<file path="src/rtl/hatch_pkg.sv">
// Shared definitions for the incubation sequencer and the dot-matrix display driver:
// sequencer states, special picture codes and the stage-to-picture mapping.
package hatch_pkg;

    typedef enum logic [2:0] {
        ST_IDLE,
        ST_INCUBATE,
        ST_WARN,
        ST_HATCHED,
        ST_FAILED
    } hatch_state_e;

    localparam logic [3:0] FRM_WARN  = 4'd8;
    localparam logic [3:0] FRM_CHICK = 4'd10;
    localparam logic [3:0] FRM_FAIL  = 4'd11;

    localparam logic [3:0] LAST_STAGE = 4'd9;

    // Picture 8 is reserved for the warning frame, so stages 8 and 9 shift up by one.
    function automatic logic [3:0] stage_frame(input logic [3:0] stage);
        logic [3:0] frame;
        if (stage >= LAST_STAGE) begin
            frame = FRM_CHICK;
        end else if (stage == 4'd8) begin
            frame = 4'd9;
        end else begin
            frame = stage;
        end
        return frame;
    endfunction

endpackage

</file>
<file path="src/rtl/hatch_tick_gen.sv">
// Seconds prescaler: counts clk cycles while enabled and pulses tick_o on the
// last cycle of each TICK_DIV-cycle period. clr_i restarts the period.
module hatch_tick_gen #(
    parameter int TICK_DIV = 1000
) (
    input  logic clk,
    input  logic rst,
    input  logic en_i,
    input  logic clr_i,
    output logic tick_o
);

    localparam int CW = (TICK_DIV > 1) ? $clog2(TICK_DIV) : 1;
    localparam logic [CW-1:0] LAST = CW'(TICK_DIV - 1);

    logic [CW-1:0] cnt_q;
    logic [CW-1:0] cnt_d;

    always_comb begin
        cnt_d = cnt_q;
        if (clr_i) begin
            cnt_d = '0;
        end else if (en_i) begin
            cnt_d = (cnt_q == LAST) ? '0 : cnt_q + 1'b1;
        end
    end

    always_ff @(posedge clk or posedge rst) begin
        if (rst) begin
            cnt_q <= '0;
        end else begin
            cnt_q <= cnt_d;
        end
    end

    assign tick_o = en_i && !clr_i && (cnt_q == LAST);

endmodule

</file>
<file path="src/rtl/hatch_seq.sv">
// Egg incubation sequencer: runs the hatching timeline in 1 s ticks, supervises
// the temperature and drives picture index / temp flag / enable of the display driver.
module hatch_seq
    import hatch_pkg::*;
#(
    parameter int TICK_DIV  = 1000,
    parameter int STAGE_SEC = 3,
    parameter int FAIL_SEC  = 10
) (
    input  logic       clk,
    input  logic       rst,
    input  logic       start_btn,
    input  logic       temp_ok,
    output logic [3:0] num,
    output logic       temp,
    output logic       st,
    output logic       done,
    output logic       fail
);

    localparam int SW = (STAGE_SEC > 1) ? $clog2(STAGE_SEC) : 1;
    localparam int BW = (FAIL_SEC > 1) ? $clog2(FAIL_SEC) : 1;
    localparam logic [SW-1:0] SEC_LAST = SW'(STAGE_SEC - 1);
    localparam logic [BW-1:0] BAD_LAST = BW'(FAIL_SEC - 1);

    logic start_meta_q, start_sync_q, start_prev_q;
    logic temp_meta_q, temp_ok_s_q;
    logic start_edge;
    logic tick;
    logic clr_tick;

    hatch_state_e  state_q, state_d;
    logic [3:0]    stage_q, stage_d;
    logic [SW-1:0] sec_q, sec_d;
    logic [BW-1:0] bad_q, bad_d;
    logic          blink_q, blink_d;
    logic [3:0]    num_q, num_d;
    logic          temp_q, temp_d;
    logic          st_q, st_d;
    logic          done_q, done_d;
    logic          fail_q, fail_d;

    always_ff @(posedge clk or posedge rst) begin
        if (rst) begin
            start_meta_q <= 1'b0;
            start_sync_q <= 1'b0;
            start_prev_q <= 1'b0;
            temp_meta_q  <= 1'b0;
            temp_ok_s_q  <= 1'b0;
        end else begin
            start_meta_q <= start_btn;
            start_sync_q <= start_meta_q;
            start_prev_q <= start_sync_q;
            temp_meta_q  <= temp_ok;
            temp_ok_s_q  <= temp_meta_q;
        end
    end

    assign start_edge = start_sync_q && !start_prev_q;

    hatch_tick_gen #(
        .TICK_DIV(TICK_DIV)
    ) u_tick_gen (
        .clk   (clk),
        .rst   (rst),
        .en_i  (state_q != ST_IDLE),
        .clr_i (clr_tick),
        .tick_o(tick)
    );

    // Within a cycle: start_edge wins over a temperature change, which wins over tick.
    always_comb begin
        state_d  = state_q;
        stage_d  = stage_q;
        sec_d    = sec_q;
        bad_d    = bad_q;
        blink_d  = blink_q;
        clr_tick = 1'b0;
        case (state_q)
            ST_IDLE: begin
                if (start_edge) begin
                    state_d  = ST_INCUBATE;
                    stage_d  = '0;
                    sec_d    = '0;
                    bad_d    = '0;
                    blink_d  = 1'b0;
                    clr_tick = 1'b1;
                end
            end
            ST_INCUBATE: begin
                if (start_edge) begin
                    state_d = ST_IDLE;
                end else if (!temp_ok_s_q) begin
                    state_d = ST_WARN;
                    bad_d   = '0;
                    blink_d = 1'b1;
                end else if (tick) begin
                    if (sec_q == SEC_LAST) begin
                        if (stage_q == LAST_STAGE) begin
                            state_d = ST_HATCHED;
                        end else begin
                            sec_d   = '0;
                            stage_d = stage_q + 4'd1;
                        end
                    end else begin
                        sec_d = sec_q + 1'b1;
                    end
                end
            end
            ST_WARN: begin
                if (start_edge) begin
                    state_d = ST_IDLE;
                end else if (temp_ok_s_q) begin
                    state_d = ST_INCUBATE;
                    bad_d   = '0;
                end else if (tick) begin
                    blink_d = !blink_q;
                    if (bad_q == BAD_LAST) begin
                        state_d = ST_FAILED;
                    end else begin
                        bad_d = bad_q + 1'b1;
                    end
                end
            end
            ST_HATCHED, ST_FAILED: begin
                if (start_edge) begin
                    state_d = ST_IDLE;
                end
            end
            default: state_d = ST_IDLE;
        endcase
    end

    // Outputs are decoded from the next state so they change on the same edge as the state.
    always_comb begin
        num_d  = 4'd0;
        temp_d = 1'b1;
        st_d   = 1'b1;
        done_d = 1'b0;
        fail_d = 1'b0;
        case (state_d)
            ST_IDLE:     st_d = 1'b0;
            ST_INCUBATE: num_d = stage_frame(stage_d);
            ST_WARN: begin
                temp_d = 1'b0;
                num_d  = blink_d ? FRM_WARN : stage_frame(stage_d);
            end
            ST_HATCHED: begin
                num_d  = FRM_CHICK;
                done_d = 1'b1;
            end
            ST_FAILED: begin
                num_d  = FRM_FAIL;
                temp_d = 1'b0;
                fail_d = 1'b1;
            end
            default: st_d = 1'b0;
        endcase
    end

    always_ff @(posedge clk or posedge rst) begin
        if (rst) begin
            state_q <= ST_IDLE;
            stage_q <= '0;
            sec_q   <= '0;
            bad_q   <= '0;
            blink_q <= 1'b0;
            num_q   <= 4'd0;
            temp_q  <= 1'b1;
            st_q    <= 1'b0;
            done_q  <= 1'b0;
            fail_q  <= 1'b0;
        end else begin
            state_q <= state_d;
            stage_q <= stage_d;
            sec_q   <= sec_d;
            bad_q   <= bad_d;
            blink_q <= blink_d;
            num_q   <= num_d;
            temp_q  <= temp_d;
            st_q    <= st_d;
            done_q  <= done_d;
            fail_q  <= fail_d;
        end
    end

    assign num  = num_q;
    assign temp = temp_q;
    assign st   = st_q;
    assign done = done_q;
    assign fail = fail_q;

endmodule
</file>
<file path="config.mk">
export PLATFORM = sky130hd
export DESIGN_NAME = hatch_seq
export DESIGN_NICKNAME = d
export VERILOG_FILES = /design/src/rtl/hatch_pkg.sv /design/src/rtl/hatch_tick_gen.sv /design/src/rtl/hatch_seq.sv
export SDC_FILE = /design/constraint.sdc
export NUM_CORES = 1
export LEC_CHECK = 0
export CORE_MARGIN = 2
export CORE_UTILIZATION = 45
export CTS_CLUSTER_DIAMETER = 50
export DETAILED_ROUTE_END_ITERATION = 10
export PLACE_DENSITY = 0.63
export SLEW_MARGIN = 5
export SYNTH_ARGS = -nofsm -noshare
export SYNTH_HDL_FRONTEND = slang
export SYNTH_SLANG_ARGS = --single-unit
</file>
<file path="constraint.sdc">
create_clock -name clk -period 7.09 [get_ports clk]
set_clock_uncertainty 0.15 [all_clocks]
set_input_delay 1.418 -clock clk [delete_from_list [all_inputs] [get_ports clk]]
set_output_delay 1.418 -clock clk [all_outputs]
set_load 0.01 [all_outputs]
</file>
* Word-level counts from Yosys, hierarchy flattened *
Cells that the tools add are included.

operators by class
  $lt $le $gt $ge = 1
  multiply operators = 0
  bitwise gates (word level) = 0
  add/sub/neg operators = 4
  reductions and logical operators = 16
  equality and inequality tests = 22
  divide/modulo/power cells = 0
  muxes and demuxes = 54
  shift-type cells = 0

operator list
  operator               count
  $mux 4                 16
  $mux 3                 11
  $mux 10                3
  $pmux 4 s4             1
  $eq 3x2->1 const B     4
  $eq 4x4->1 const B     3
  $mux 1                 12
  $mux 2                 6
  $ne 2x2->1 const B     6
  $pmux 3 s4             1
  $pmux 4 s3             1
  $add 10x1->10 const B  1
  $eq 10x10->1 const B   1
  $ne 3x3->1 const B     3
  $add 4x1->4 const B    2
  $pmux 4 s2             1
  $reduce_and 7->1       1
  $eq 3x1->1 const B     2
  $eq 3x3->1 const B     2
  $reduce_and 6->1       1
  $reduce_bool 3->1      2
  $ge 4x4->1 const B     1
  $pmux 2 s2             1
  $reduce_bool 2->1      2
  other kinds (8)        13

storage, ports and cells
  latch bits = 0
  bits of input ports = 4
  output and inout bits = 8
  flip-flop bits (word level) = 37
  memories kept = 0
  bits in read-only memories = 0
  memory bits (writable) = 0

* Longest topological paths before layout *
Gate-level depths: netlist of run 1.

  word-level depth = 16
  mapped depth = 9
  mapped depth without buffers = 8

* By module *
A second synthesis of run 1 with hierarchy kept.

second synthesis, totals
  cells, all modules = 206
  area, all modules = 2085.8 um2

modules (own cells, without submodules)
  module          seq. area each (um2)  cells each  times used  area an instance (um2)
  hatch_seq       676.9                 138         1           1461.4
  hatch_tick_gen  250.2                 68          1           624.3

* Worst setup path after synthesis of run 1 *
Ideal clock, no wire load.

  path type = register -> register
  from = reg u_tick_gen.cnt_q[0]
  to = reg num_q[0], in the netlist num[0]
  cell stages (with the launch flop) = 9
  data arrival time = 2.209 ns
  library setup time = 0.082 ns
  setup slack = 4.648 ns
  data required time = 6.858 ns
  buffers on the path = 1
  period minus slack after synthesis = 2.442 ns
  cell sequence = dfrtp_1 > ha_1 > nand4bb_4 > or3_1 > buf_2 > o311ai_4 > nand2_2 > or4b_1 > a22oi_2

on the way
  cells in the longest elaborated chain, start to end = 11
  elaborated cells on any way between the ends = 27

ends and longest elaborated chain
  what                                                line                  text
  start, declared                                     hatch_tick_gen.sv:16  logic [CW-1:0] cnt_q;
  start signal, assigned                              hatch_tick_gen.sv:32  cnt_q <= cnt_d;
  $eq 10x10->1 *                                      hatch_tick_gen.sv:36  assign tick_o = en_i && !clr_i && (cnt_q == LAST);
  $logic_and 1x1->1 *                                 hatch_tick_gen.sv:36
  $mux 4 *                                            hatch_seq.sv:97       end else if (tick) begin
  $mux 4 *                                            hatch_seq.sv:93       end else if (!temp_ok_s_q) begin
  $mux 4 *                                            hatch_seq.sv:91       if (start_edge) begin
  $pmux 4 s2 *                                        hatch_seq.sv:79       case (state_q)
  via stage_d[1]                                      hatch_seq.sv:33       logic [3:0] stage_q, stage_d;
  branches (longest 2 deep; another with $ge 4x4->1)  -
  $mux 4 *                                            hatch_pkg.sv:22       if (stage >= LAST_STAGE) begin
  $mux 4                                              hatch_seq.sv:146      num_d = blink_d ? FRM_WARN : stage_frame(stage_d);
  $pmux 4 s4 *                                        hatch_seq.sv:141      case (state_d)
  via num_d[0]                                        hatch_seq.sv:37       logic [3:0] num_q, num_d;
  end signal, assigned                                hatch_seq.sv:179      num_q <= num_d;
  end, declared                                       hatch_seq.sv:37

Mark *: on every way through the listed nets, which the timed path passes.
A chain may end at the register's enable or synchronous reset.

* Worst setup path in the final report of run 1 *
  from = reg temp_q, in the netlist temp
  to = out temp

RTL lines
  what                    line              text
  start, declared         hatch_seq.sv:38   logic temp_q, temp_d;
  start signal, assigned  hatch_seq.sv:180  temp_q <= temp_d;
  end, declared           hatch_seq.sv:15   output logic temp,

No word-level cell between the ends.

==> metrics, run 1 <==
Num CTS Buffers 5; met1 Use GR 0.231; Post-Synthesis Net Count 216; sequential share of power 0.502; Clk pwr share 0.251; crit path cell chain clkdlybuf4s50_1; Endpoint, Worst Hold start_sync_q$_DFF_PP0_; Multi-input gate area 1050 um2; Crit path buffers/inverters 1; area grow syn2layout 11.4%; Reg2Reg Setup Slack roughly 4.3 ns; share of cells above drive strength 1 0.0959; Min Hold Slack 0.198 ns; gr busiest metal met2; IO buf count 11; detailed-route wire length 4030 um; CTS sink count 37; hold crit path type reg2reg; met2 Use GR 0.301; vias per inst 5.95; Pleak roughly 0.92 nW; first-pass GRT wire length about 7300 um; Distinct cells, synth 55; CP max stage cell clkdlybuf4s50_1; Worst R2R Start state_q[0]$_DFF_PP0_; final setup fails 0; ANT nets after route 0; Post-synth ARST share 1.00; initial DRC count roughly 150; Pint 0.370 mW; Min-Delay Startpoint start_meta_q$_DFF_PP0_; num ports 12; # diodes 0; register area roughly 900 um2; post-route setup slack 4.22 ns; syn_area_per_cell roughly 10 um2; Chip Width a little over 70 um; CTS tree done; Core Region 4350 um2; root buf cell clkbuf_8; Reg clk slew, reported paths 0.06 ns; Vias 1613; Filler cells about 380; status finished, final reports clean; DRT Pass-1 Iters 4; worst-path maximum fanout 1; Site Rows 24; Post-synth EDFFs 0; final core occ 0.519; vias in the first global route 1545; pwr/cell area 240 nW/um2; M3 GR Usage 0.0442; H-tree depth 2; worst reg-to-reg path cell count 6; Routability Congestion just under 1; fin crit share 0.405; hold depth 0; DRC violations left 0; RSZ-0062 raised after global routing false; Final Non-Filler Cells 271; WP data required 5.52 ns; Tot GR Track Use 0.182; CTS Buffer Depth 2; Slew Viols, Final 0; hold buffers post-CTS 0; initial antenna violation count 0; drt wl/cell 14.9 um; post-CTS sizing 0; Startpoint Class register; DIE AREA 5060 um2; synthesis warning total 0; combinational share of power 0.246; post-synthesis sequential area ratio 0.457; NetSw ~0.17 mW; f_max 348 MHz; post-detail-place hpwl slightly below 3000 um; final-report hold violation count 0; Synth Flop Type dfrtp_1; CP Class reg2out; slew margin rel. 0.560; CP max stage delay 0.52 ns; flop and latch count out of synthesis 37; Post-CTS Setup Bufs 0; Critical Path AT 1.31 ns; Tmin final 2.87 ns; DP Worst Slack 4.35 ns; Critical path origin temp$_DFF_PP1_; Initial Util 0.466; Synth Cell Area 2030 um2; largest net degree at the start of global routing 38; CP delay by family, top buffers and inverters; Setup crit end kind primary output; total negative slack 0 ns; endpoint of the worst register-to-register path num[0]$_DFF_PP0_; switching share of power 0.319; Worst VDD drop 0.145 mV; Final nets 227; max-cap violation count 0; total global routing overflow 0; Post-Place Cells 263; cells after synthesis ~210; worst-skew pair later-pin latency 0.28 ns; Die Y 71.1 um; Worst Max-Slew Pin Slew 0.660 ns
-- synthesized netlist by cell type (all sizes together) (2+ instances only) --
cell / number / area [um2]
a211oi: 4 / 30.0
nand2: 28 / 108
a22o: 2 / 17.5
nor2b: 2 / 12.5
o41ai: 2 / 17.5
xnor2: 2 / 17.5
nor4: 2 / 18.8
nand4: 2 / 12.5
dfrtp: 36 / 901
a32oi: 2 / 17.5
o21ai: 18 / 90.1
a211o: 2 / 17.5
nand3b: 3 / 22.5
o311ai: 3 / 43.8
clkbuf: 7 / 26.3
ha: 5 / 62.6
nor4bb: 2 / 20.0
and3: 3 / 18.8
a21oi: 7 / 35.0
or4b: 3 / 30.0
nor2: 16 / 60.1
nor3: 7 / 35.0
nand2b: 3 / 18.8
nand3: 9 / 57.6
a31oi: 2 / 27.5
or3: 3 / 18.8
xor2: 2 / 17.5
o31ai: 2 / 15.0
mux2: 2 / 22.5
nor3b: 2 / 15.0
inv: 6 / 22.5
-- flip-flops by register name (all words and copies together) (netlist names), 2 cells and up --
register / cells
u_tick_gen.cnt_q: 10
bad_q: 4
num: 4
stage_q: 4
state_q: 3
sec_q: 2
-- metal layers --
layer | part of all wire | vias up
li1 | - | 785
met2 | 0.49 | 45
met1 | 0.45 | 776
met3 | 0.048 | 7
met5 | 0 | -
met4 | 0.015 | 0
-- placed cells by master, fill, tap and decap left out, types with 2 or more instances in the layout --
| master | n |
|---|---|
| a211o_1 | 2 |
| a211oi_1 | 4 |
| a21oi_1 | 7 |
| a22o_1 | 2 |
| a32oi_1 | 2 |
| and3_1 | 3 |
| clkbuf_1 | 3 |
| clkbuf_8 | 5 |
| clkdlybuf4s50_1 | 11 |
| dfrtp_1 | 36 |
| ha_1 | 5 |
| inv_1 | 6 |
| mux2_2 | 2 |
| nand2_1 | 27 |
| nand2b_1 | 3 |
| nand3_1 | 8 |
| nand3b_1 | 3 |
| nand4_1 | 2 |
| nor2_1 | 16 |
| nor2b_1 | 2 |
| nor3_1 | 7 |
| nor3b_1 | 2 |
| nor4bb_1 | 2 |
| o21ai_0 | 18 |
| o311ai_1 | 2 |
| o31ai_1 | 2 |
| o41ai_1 | 2 |
| or3_1 | 3 |
| or4b_2 | 2 |
| xnor2_1 | 2 |
| xor2_1 | 2 |
-- per-stage QoR --
stage                     instance area [um2]  power [mW]
after global routing                     2260       0.582
final                                    2260       0.543
after detailed placement                 2180       0.410
after CTS                                2260       0.549
after global placement                   2180       0.406
after floorplan                          2030       0.371
-- cell families (layout without fill, tap and decap cells) --
group / after synthesis / count (layout) / synth area share
compound gates: 51 / 51 / 0.191
fa+ha+maj: 5 / 5 / 0.0308
xor+xnor: 4 / 4 / 0.0173
buf+inv: 14 / 26 / 0.0265
mux: 3 / 3 / 0.0160
flops: 37 / 37 / 0.457
simple gates: 93 / 93 / 0.262
-- worst max path at each step --
stage                                   to  slack [ns]  cells past startpoint
after global placement    num[0]$_DFF_PP0_        4.45                      7
after global routing      num[0]$_DFF_PP0_        4.08                      6
after CTS                             temp        4.21                      1
final                                 temp        4.22                      1
after detailed placement  num[0]$_DFF_PP0_        4.35                      6
after floorplan           num[0]$_DFF_PP0_        4.65                      8
-- final cells by class --
| type | instances | share of cell area |
|---|---|---|
| Sequential cell | 37 | 0.410 |
| Multi-Input combinational cell | 156 | 0.463 |
| Timing Repair Buffer | 12 | 0.0520 |
| Inverter | 6 | 0.00997 |
| Clock buffer | 8 | 0.0354 |
| Tap cell | 52 | 0.0288 |
-- power groups by stage --
stage	Sequential, mW	Clock, mW	Combinational (mW)
final	0.273	0.137	0.134
after global routing	0.278	0.152	0.151
after CTS	0.272	0.142	0.135
after detailed placement	0.276	0	0.134
after global placement	0.274	0	0.132
after floorplan	0.265	0	0.106
Power figures use the tool's default switching activity.
==> run 2: changes to the inputs <==
--- a/config.mk
+++ b/config.mk
@@ -9,7 +9,7 @@
 export CORE_UTILIZATION = 45
 export CTS_CLUSTER_DIAMETER = 50
 export DETAILED_ROUTE_END_ITERATION = 10
-export PLACE_DENSITY = 0.63
+export PLACE_DENSITY = 0.65
 export SLEW_MARGIN = 5
 export SYNTH_ARGS = -nofsm -noshare
 export SYNTH_HDL_FRONTEND = slang
==> constraint.sdc (replaced) <==
create_clock -name clk -period 2.5 [get_ports clk]
set_clock_uncertainty 0.15 [all_clocks]
set_input_delay 0.5 -clock clk [delete_from_list [all_inputs] [get_ports clk]]
set_output_delay 0.5 -clock clk [all_outputs]
set_load 0.01 [all_outputs]
==> run 2 against run 1 <==
  * Via count increased by 8.4%
  * Sequential cell count unchanged
  * Total power increased to 3.2 times the previous value
  * Cell count increased by 11%
  * Sequential share of layout area decreased by 5.0 points
  * Register-to-register slack got worse by 4.2 ns
  * Die area unchanged
  * Setup slack got worse by 4.2 ns
  * Global-route usage increased by 2.3 points
  * Combinational power increased to 4.3 times the previous value
  * Cell area increased by 14%
  * Critical path type is now reg2reg
  * Critical endpoint is now num[3]$_DFF_PP0_
==> metrics, run 2 (synthesis results as in run 1) <==
status finished, final reports clean; Endpoint, Worst Hold start_sync_q$_DFF_PP0_; Tot GR Track Use 0.205; max reg flops 10; Site Rows 24; initial DRC count 99; total global routing overflow 0; Die Y 71.1 um; Reg clk slew, reported paths approximately 0.070 ns; DRC violations left 0; largest net degree at the start of global routing 38; DP Worst Slack -0.00839 ns; final core occ 0.591; Pleak 1.09 nW; post-detail-place hpwl 3460 um; Chip Width 71.1 um; WP data required 2.52 ns; worst reg-to-reg path cell count 7; final setup fails 0; area post-placement 2370 um2; most flop-heavy register u_tick_gen.cnt_q; most frequent cells in the layout dfrtp_1 (36), buf_4 (29), nand2_1 (27); Core Region 4350 um2; first-pass GRT wire length 8070 um; Routability Congestion 0.896; root buf cell clkbuf_8; final-report hold violation count 0; Final nets ~260; Crit path depth 7; f_max 407 MHz; Tmin final approximately 2.5 ns; pwr/cell area 685 nW/um2; worst-skew pair later-pin latency 0.29 ns; hold crit path type reg2reg; Setup crit end kind register; hold depth 0; endpoint of the worst register-to-register path num[3]$_DFF_PP0_; Initial Util 0.466; area grow syn2layout 26.8%; CTS tree done; Filler cells between 300 and 400; most common cell after layout, fill and taps aside dfrtp_1; slew margin rel. 0.650; share of cells above drive strength 1 0.246; ANT nets after route 0; post-route cell area about 2600 um2; H-tree depth 2; Pwr Total 1.76 mW; Critical Path AT 2.47 ns; IO buf count 11; Worst Max-Slew Pin Slew about 0.52 ns; DIE AREA slightly above 5000 um2; crit path cell chain ha_4 -> nand4bb_4 -> or3_4 -> o311a_1 -> or2_2 -> nor3_1 -> o21ai_0; Reg2Reg Setup Slack roughly 0.043 ns; drt wl/cell 15.8 um; Num CTS Buffers 5; CTS Buffer Depth 2; DRT Pass-1 Iters 4; CTS sink count 37; Min-Delay Startpoint start_meta_q$_DFF_PP0_; vias in the first global route 1641; Crit path buffers/inverters 0; Worst VDD drop 0.441 mV; fin crit share 0.983; initial antenna violation count 0; max-cap violation count 0; post-route setup slack 0.0433 ns; num ports 12; # diodes 0; Worst R2R Start u_tick_gen.cnt_q[1]$_DFFE_PP0P_; CP Class reg2reg; worst-path maximum fanout 7; Startpoint Class register; CP max stage cell or3_4; vias per inst 5.83; detailed-route wire length 4750 um; CP max stage delay 0.48 ns; CP delay by family, top simple AND/OR/NAND/NOR gates; Vias 1749; Slew Viols, Final 0
[run 2: per-stage QoR]
stage                     setup TNS, ns  cells  hold WS, ns
after detailed placement       -0.00839    288        0.190
after global placement                0    288        0.183
final                                 0    300        0.208
after floorplan                       0    207        0.181
after global routing             -0.171    300        0.218
after CTS                             0    296        0.207
[run 2: worst max-delay path by stage]
stage | start | to | slack, ns
3_5_place_dp | u_tick_gen.cnt_q[0]$_DFFE_PP0P_ | num[0]$_DFF_PP0_ | -0.008
3_3_place_gp | u_tick_gen.cnt_q[0]$_DFFE_PP0P_ | num[0]$_DFF_PP0_ | 0.05
4_1_cts | u_tick_gen.cnt_q[0]$_DFFE_PP0P_ | num[0]$_DFF_PP0_ | 0.08
6_report | u_tick_gen.cnt_q[1]$_DFFE_PP0P_ | num[3]$_DFF_PP0_ | 0.04
5_1_grt | u_tick_gen.cnt_q[1]$_DFFE_PP0P_ | num[2]$_DFF_PP0_ | -0.07
2_1_floorplan | u_tick_gen.cnt_q[0]$_DFFE_PP0P_ | num[0]$_DFF_PP0_ | 0.06
[run 2: timing repair]
item / 4_1_cts / 5_1_grt
hold buffers: 0 / 0
endpoints found under the setup margin: 1 / 5
resized for setup: 1 / 14
setup buffers: 0 / 4
cloned: 0 / 0
pin swaps: 0 / 10
[run 2: power by group]
part	leakage [nW]	switching, mW	internal [mW]
combinational	0.561	0.294	0.283
clock	0.0445	0.206	0.224
sequential	0.486	0.0773	0.679
[run 2: cell type report]
type,count,area (um2),area share
inverters,6,22.5,0.00875
multi-input cells,156,1120,0.437
repair buffers,41,339,0.132
clock buffers,7,86.3,0.0336
clock inverters,1,7.51,0.00292
well taps,52,65.1,0.0253
flip-flops and latches,37,927,0.360
[run 2: layer usage]
metal / GRT usage / vias up / wire length, um
met5: 0 / - / 0
met4: 0.0629 / 0 / 59
met3: 0.0427 / 7 / 198
met2: 0.325 / 42 / 2300
met1: 0.283 / 855 / 2190
li1: - / 845 / -
==> patch, RTL diff (settings of run 2) <==
Make the reset (`rst`) synchronous in 3 clocked blocks.
--- a/src/rtl/hatch_tick_gen.sv
+++ b/src/rtl/hatch_tick_gen.sv
@@ -26,5 +26,5 @@
     end
 
-    always_ff @(posedge clk or posedge rst) begin
+    always_ff @(posedge clk) begin
         if (rst) begin
             cnt_q <= '0;
--- a/src/rtl/hatch_seq.sv
+++ b/src/rtl/hatch_seq.sv
@@ -41,5 +41,5 @@
     logic          fail_q, fail_d;
 
-    always_ff @(posedge clk or posedge rst) begin
+    always_ff @(posedge clk) begin
         if (rst) begin
             start_meta_q <= 1'b0;
@@ -159,5 +159,5 @@
     end
 
-    always_ff @(posedge clk or posedge rst) begin
+    always_ff @(posedge clk) begin
         if (rst) begin
             state_q <= ST_IDLE;
Formal check against the unedited RTL: differs if rst is asserted again (counterexample within 4 cycles, from zero or initial values and one cycle with rst high); with rst held inactive, the same outputs for 10 cycles.
==> patch against run 2 <==
Sequential cell count unchanged; hold slack improved by 84 ps; worst setup slack gained 130 ps; final area decreased by 13%; synthesized area is 4.3% lower; routed wire length decreased by 17%; highest routed layer unchanged.
Power is not compared: it rests on default switching activity, and its combinational part moved more than twofold at a synthesized area within 25%.
==> patch: results <==
group,metric,value,unit
run_status,outcome,"complete, no violations",
placed_design,dp.final_hpwl,2840,um
clocking,cts_resized,0,
drt,vias,1561,
synth,ys_top_cells_by_count,"dfxtp_1 (37), nor2_1 (24), nand2_1 (14)",
power,peakVddDrop,0.353,mV
grt,use_met1,23.2,%
critical_path,r2r_end,"num[2]$_SDFF_PP0_",
grt,grt_util_all_layers,17.7,%
synth,yosys.cell_types.count,59,
critical_path,r2r_cells,5,
grt,grt_pass1_vias,1508,
critical_path,r2r-start,"state_q[1]$_SDFF_PP0_",
finish,drive_above_1_share,14.8,%
grt,grt.met3_usage,4.07,%
drt,finalWirelength,3960,um
drt,first_iter_violations,61,
critical_path,cp_slowest_cell,"or4_1",
grt,grt_start_max_net_pins,25,
critical_path,crit_path_max_fanout,5,
min_path,worstHoldPathCells,1,
clocking,htreeDepth,2,
finish,largest-register,"u_tick_gen.cnt_q",
timing,worst_pin_slew,683,ps
placed_design,pre_cts_slack,178,ps
critical_path,rrSetupSlack,170,ps
min_path,min_from,"start_meta_q$_SDFF_PP0_",
synth,ys_top_cells_by_area,"dfxtp_1 (38%), nor2_1 (4.6%), ha_1 (3.2%)",
finish,nets,245,
critical_path,critPathMaxStageDelay,550,ps
grt,grt_pass1_wl,6960,um
placed_design,gp_congestion,0.848,
grt,antenna_found_initial,0,
min_path,min_path_type,"register to register",
synth,seq_area_frac_synth,38.1,%
synth,yosysWarnings,0,
min_path,min_to,"start_sync_q$_SDFF_PP0_",
grt,grtUsageMet2,27.9,%
synth,synth_nets,224,
placed_design,placedInstanceArea,0.00211,mm2
synth,ys_async_sr_fraction,0,%
patch: changes by cell type after synthesis, moves of 5 or more:
cell	delta
nor2b_1	+8
nor2_1	+8
o21ai_0	-11
dfxtp_1	+37
nand2_1	-13
nand3_1	-5
and2_1	+5
dfrtp_1	-36
patch: routing by layer:
| layer | up-vias | part of all wire [%] |
|---|---|---|
| met4 | 0 | 1.9 |
| met2 | 29 | 45 |
| met5 | - | 0 |
| met1 | 718 | 49 |
| met3 | 8 | 3.8 |
| li1 | 806 | - |
patch: cell families (layout without fill, tap and decap cells):
| group | Yosys count | in the layout | synth area share, % |
|---|---|---|---|
| buffers and inverters | 17 | 39 | 6.64 |
| adders and majority gates | 6 | 6 | 3.74 |
| and+or+nand+nor | 103 | 103 | 31.2 |
| DFF | 37 | 37 | 38.1 |
| AOI/OAI and AO/OA | 39 | 39 | 14.2 |
| muxes | 3 | 3 | 1.61 |
| xor gates and xnor gates | 10 | 10 | 4.51 |
patch: layout make-up:
class | count | area, um2
fill | 390 | 1850
timing repair buffer | 23 | 200
clock inverter | 3 | 65.1
inverter | 8 | 30.0
multi-input combinational | 161 | 1070
clock buffer | 5 | 68.8
sequential | 37 | 741
tap | 50 | 62.6
patch: metrics by stage:
| step | std cells | hold WS (ps) |
|---|---|---|
| 2_1_floorplan | 215 | 264 |
| 3_3_place_gp | 279 | 271 |
| 3_5_place_dp | 279 | 277 |
| 4_1_cts | 287 | 301 |
| 5_1_grt | 287 | 314 |
| 6_report | 287 | 292 |
patch: power by group:
group	internal [W]	switching [W]
logic	0.0000631	0.0000749
registers	0.000603	0.00000715
clock network	0.000396	0.000222
patch: worst max path at each step:
stage / slack (ps) / cells after the start / from / to
after floorplan: 220 / 7 / state_q[0]$_SDFF_PP0_ / num[2]$_SDFF_PP0_
after global placement: 250 / 6 / state_q[2]$_SDFF_PP0_ / num[2]$_SDFF_PP0_
after detailed placement: 180 / 6 / state_q[2]$_SDFF_PP0_ / num[2]$_SDFF_PP0_
after CTS: 180 / 5 / state_q[1]$_SDFF_PP0_ / num[2]$_SDFF_PP0_
after global routing: 20 / 7 / u_tick_gen.cnt_q[0]$_SDFFE_PP0N_ / sec_q[1]$_SDFFE_PP0P_
final: 170 / 5 / state_q[1]$_SDFF_PP0_ / num[2]$_SDFF_PP0_
